File: src/rtl/bus_gate_arbiter.sv
// Round-robin bus gate arbiter: drives a registered one-hot Gate for four bus
// sources with bounded tenure, lock override and gap-free owner handover.
module bus_gate_arbiter #(
  parameter int unsigned MAX_HOLD = 8,
  parameter int unsigned CNT_W    = $clog2(MAX_HOLD + 1)
) (
  input  logic       Clk,
  input  logic       Reset,
  input  logic [3:0] Req,
  input  logic       Lock,
  output logic [3:0] Gate,
  output logic       Grant_valid,
  output logic [1:0] Grant_id,
  output logic       Timeout
);

  typedef enum logic {IDLE, BUSY} state_t;

  state_t             state, state_n;
  logic [1:0]         rr_ptr, ptr_n;
  logic [CNT_W-1:0]   hold_cnt, cnt_n;
  logic [3:0]         gate_n;
  logic               valid_n;
  logic [1:0]         id_n;
  logic               to_n;
  logic               grant;
  logic [3:0]         cand;
  logic [2:0]         pick_res;
  logic               owner_req;
  logic [3:0]         others;
  logic               at_limit;

  // Returns {found, index} of the first set bit of r scanning upward from p.
  function automatic logic [2:0] pick(input logic [3:0] r, input logic [1:0] p);
    logic [2:0] res;
    logic [1:0] idx;
    res = '0;
    for (int unsigned i = 0; i < 4; i++) begin
      idx = p + 2'(i);
      if (!res[2] && r[idx]) res = {1'b1, idx};
    end
    return res;
  endfunction

  assign owner_req = Req[Grant_id];
  assign others    = Req & ~Gate;
  assign at_limit  = (hold_cnt == CNT_W'(MAX_HOLD));
  assign pick_res  = pick(cand, rr_ptr);

  always_comb begin
    state_n = state;
    gate_n  = Gate;
    valid_n = Grant_valid;
    id_n    = Grant_id;
    to_n    = 1'b0;
    ptr_n   = rr_ptr;
    cnt_n   = hold_cnt;
    grant   = 1'b0;
    cand    = '0;
    unique case (state)
      IDLE: begin
        if (|Req) begin
          grant = 1'b1;
          cand  = Req;
        end
      end
      BUSY: begin
        if (!owner_req) begin
          // Release: hand over directly when someone waits, so Gate never idles.
          if (|others) begin
            grant = 1'b1;
            cand  = others;
          end else begin
            state_n = IDLE;
            gate_n  = '0;
            valid_n = 1'b0;
            id_n    = '0;
            cnt_n   = '0;
          end
        end else if (at_limit && !Lock && |others) begin
          grant = 1'b1;
          cand  = others;
          to_n  = 1'b1;
        end else if (!at_limit) begin
          cnt_n = hold_cnt + 1'b1;
        end
      end
      default: state_n = IDLE;
    endcase
    if (grant && pick_res[2]) begin
      state_n = BUSY;
      gate_n  = 4'b0001 << pick_res[1:0];
      valid_n = 1'b1;
      id_n    = pick_res[1:0];
      ptr_n   = pick_res[1:0] + 2'd1;
      cnt_n   = CNT_W'(1);
    end
  end

  always_ff @(posedge Clk) begin
    if (Reset) begin
      state       <= IDLE;
      rr_ptr      <= '0;
      hold_cnt    <= '0;
      Gate        <= '0;
      Grant_valid <= 1'b0;
      Grant_id    <= '0;
      Timeout     <= 1'b0;
    end else begin
      state       <= state_n;
      rr_ptr      <= ptr_n;
      hold_cnt    <= cnt_n;
      Gate        <= gate_n;
      Grant_valid <= valid_n;
      Grant_id    <= id_n;
      Timeout     <= to_n;
    end
  end

endmodule

File: config.mk
export PLATFORM = sky130hd
export DESIGN_NAME = bus_gate_arbiter
export DESIGN_NICKNAME = d
export VERILOG_FILES = /design/src/rtl/bus_gate_arbiter.sv
export SDC_FILE = /design/constraint.sdc
export NUM_CORES = 1
export LEC_CHECK = 0
export BUFFER_PORTS_ARGS = -buffer_cell sky130_fd_sc_hd__buf_4
export CORE_MARGIN = 4
export CORE_UTILIZATION = 35
export CTS_BUF_LIST = sky130_fd_sc_hd__clkbuf_16
export DETAILED_ROUTE_END_ITERATION = 12
export GPL_TIMING_DRIVEN = 0
export PLACE_DENSITY_LB_ADDON = 0.08
export SLEW_MARGIN = 5
export SYNTH_ARGS = -nofsm -noshare
export SYNTH_HDL_FRONTEND = slang
export SYNTH_SLANG_ARGS = --single-unit
File: constraint.sdc
create_clock -name Clk -period 5.32 [get_ports Clk]
set_clock_uncertainty 0.05 [all_clocks]
set_input_delay 0 -clock Clk [delete_from_list [all_inputs] [get_ports Clk]]
set_output_delay 0 -clock Clk [all_outputs]
set_load 0.02 [all_outputs]
==> reports/results.tsv <==
metric	value	unit
Die Y	61.31	µm
final worst setup slack	2738	ps
WL per Instance	14.38	µm
DR DRC count	0	
slack of the worst reg-to-reg path	2740	ps
Yosys Warn Count	0	
Achievable Freq	387.3	MHz
GPL Wtd Cong	0.8703	
antenna violations before repair	0	
met2 usage	0.1873	
Post-Syn Instances	109	
GR peak layer	met1	
Final setup viols	0	
pin count of the biggest net entering global routing	11	
Hold Path Class	in2reg	
Commonest cells post-synth	dfxtp_1, a21oi_1, inv_1, nand2_1, nand3_1	
pre-CTS setup slack	2753	ps
FFs w/ async S/R, synth	0	
Skew-Pair Late Insertion Delay	250	ps
Reg clk slew, reported paths	50	ps
CP Launch Type	flop	
layout cell share with drive strength beyond 1	0.3047	
Iteration-0 DRC Markers	30	
Register Area	300.3	µm²
IO Pins	15	
CP arrival	2650	ps
H-tree levels	1	
Synth Flop Type	dfxtp_1	
RSZ-0062 raised after global routing	false	
Area Overhead vs Synth	23.52	%
CP Max Fanout	10	
row count	19	
clock sinks	15	
Num CTS Buffers	3	
Final Hold Viols	0	
antenna viol nets, final	0	
Slew Viols, Final	0	
Initial DRT Pass Iterations	4	
power per cell area	434.5	nW/µm²
Mapped Nets	122	
Mapped Area	994.7	µm²
Req. time, crit path	5380	ps
Leak	0.4598	nW
Layout Nets	142	
die width	61.31	µm
fin cells	159	
routed vias	884	
Placed Cells	154	
GR Layer Usage met3	0.01887	
Synth cell types	38	
setup TNS	0	ps
clock tree buffer depth	2	
cell with the most instances after synthesis	dfxtp_1	
total length of routed wires	2.287	mm
EDFF count, synth	0	
register bit count reported by yosys	15	
vias in the first global route	825	
GRT Overall Usage	0.1294	
post-synth top area share	0.3019	
ant diodes	0	
fin crit share	0.4853	
GR Util met1	0.1957	
CTS tree	done	
total grt overflow	0	
Filler cells	282	
DR vias/cell	5.560	
IO buf count	14	
Area contributors post-synth	dfxtp_1, ha_1, a21oi_1	
die area	3759	µm²
VDD IR max	319.6	µV
post-synth top area cell	dfxtp_1	
Slew @ Worst Pin	609.8	ps
Worst slew margin	0.5913	
first-pass GRT wire length	3.657	mm
crit end category	flop	
sequential share of the synthesized area	0.3019	
Core Area	2734	µm²
outcome	completed	
hpwl dp	1.753	mm
initial core utilization	0.3638	
Layout Utilization	0.4494	
Avg Cell Area, Syn	9.126	µm²
Worst Setup Path Type	reg2reg	
max_cap viols	0	
fin crit period	2582	ps
root buffer cell	clkbuf_16	
area of the multi-input gates	630.6	µm²
## repair_timing
| action | in CTS | in global routing |
|---|---|---|
| gates resized for setup | 0 | 0 |
| hold buffers | 1 | 0 |
| buffers inserted | 0 | 0 |
| hold endpoints to repair | 3 | 0 |
## through the flow
step,total power [mW],instance area [µm²],hold slack [ps]
after floorplan,0.3243,994.7,19.72
after global placement,0.3874,1139,154.1
after detailed placement,0.3893,1139,158.0
after CTS,0.5353,1229,142.4
after global routing,0.5680,1229,181.4
final,0.5338,1229,137.1
## layout make-up
cell class,count,share of cell area
buffer,6,0.02749
clock buffer,3,0.06110
clock inverter,1,0.004073
inverter,8,0.02444
multi-input combinational,80,0.5132
sequential,15,0.2444
tap,31,0.03157
timing repair buffer,15,0.09369
## critical path, cell delays in order (launching register included)
cell and delay, ps:
dfxtp_1 370, mux4_2 630, buf_6 190, a31o_1 230, and3_1 180, o31ai_4 290
inv_1 110, ha_1 300, nand2_1 50, a21oi_1 60
## path summary, 6_finish.rpt
check,cells after the start,endpoint,startpoint
setup / recovery,9,rr_ptr[1],Grant_id[1]
hold reg to reg,2,Grant_valid,Grant_valid
setup reg to reg,9,rr_ptr[1],Grant_id[1]
hold / removal,5,state,Req[1]
## sequential cells by signal, summed over array words and instances (netlist names)
name and count:
Grant_valid 1, hold_cnt 4, Timeout 1, state 1, Gate 4, Grant_id 2
rr_ptr 2
## layer usage
| layer | wire (µm) | vias to the layer above |
|---|---|---|
| met2 | 1002 | 16 |
| met4 | 20 | 0 |
| met3 | 59 | 2 |
| li1 | - | 447 |
| met1 | 1204 | 419 |
| met5 | 0 | - |
## cells in the final DEF (no fill, tap or decap), types with 2 or more instances in the layout
| cell type | instances |
|---|---|
| a21oi_1 | 10 |
| nor3_2 | 2 |
| inv_1 | 7 |
| nor2_1 | 4 |
| nand2_1 | 7 |
| clkbuf_1 | 2 |
| or4_1 | 2 |
| nand3_1 | 7 |
| a311oi_2 | 2 |
| nand4_1 | 2 |
| o31ai_1 | 2 |
| o21ai_0 | 3 |
| buf_4 | 14 |
| a31o_1 | 2 |
| dfxtp_1 | 15 |
| a31oi_1 | 4 |
| buf_2 | 3 |
| a21bo_2 | 4 |
| a211oi_2 | 2 |
| nor2b_1 | 3 |
| clkbuf_16 | 3 |
| ha_1 | 6 |
| nand3b_1 | 3 |
## kinds of logic after synthesis
| logic type | Yosys count | synth area share |
|---|---|---|
| and+or+nand+nor | 35 | 0.2013 |
| buffers and inverters | 14 | 0.06415 |
| AOI/OAI and AO/OA | 37 | 0.3245 |
| adders and majority gates | 6 | 0.07547 |
| DFF | 15 | 0.3019 |
| muxes | 2 | 0.03270 |
## power breakdown
| group | total, mW | internal (mW) | leakage (nW) | switching [mW] |
|---|---|---|---|---|
| combinational | 0.227 | 0.0936 | 0.295 | 0.133 |
| clock | 0.145 | 0.100 | 0.0409 | 0.0449 |
| sequential | 0.162 | 0.136 | 0.123 | 0.0261 |
No activity file was read; power rests on OpenSTA's default activity.
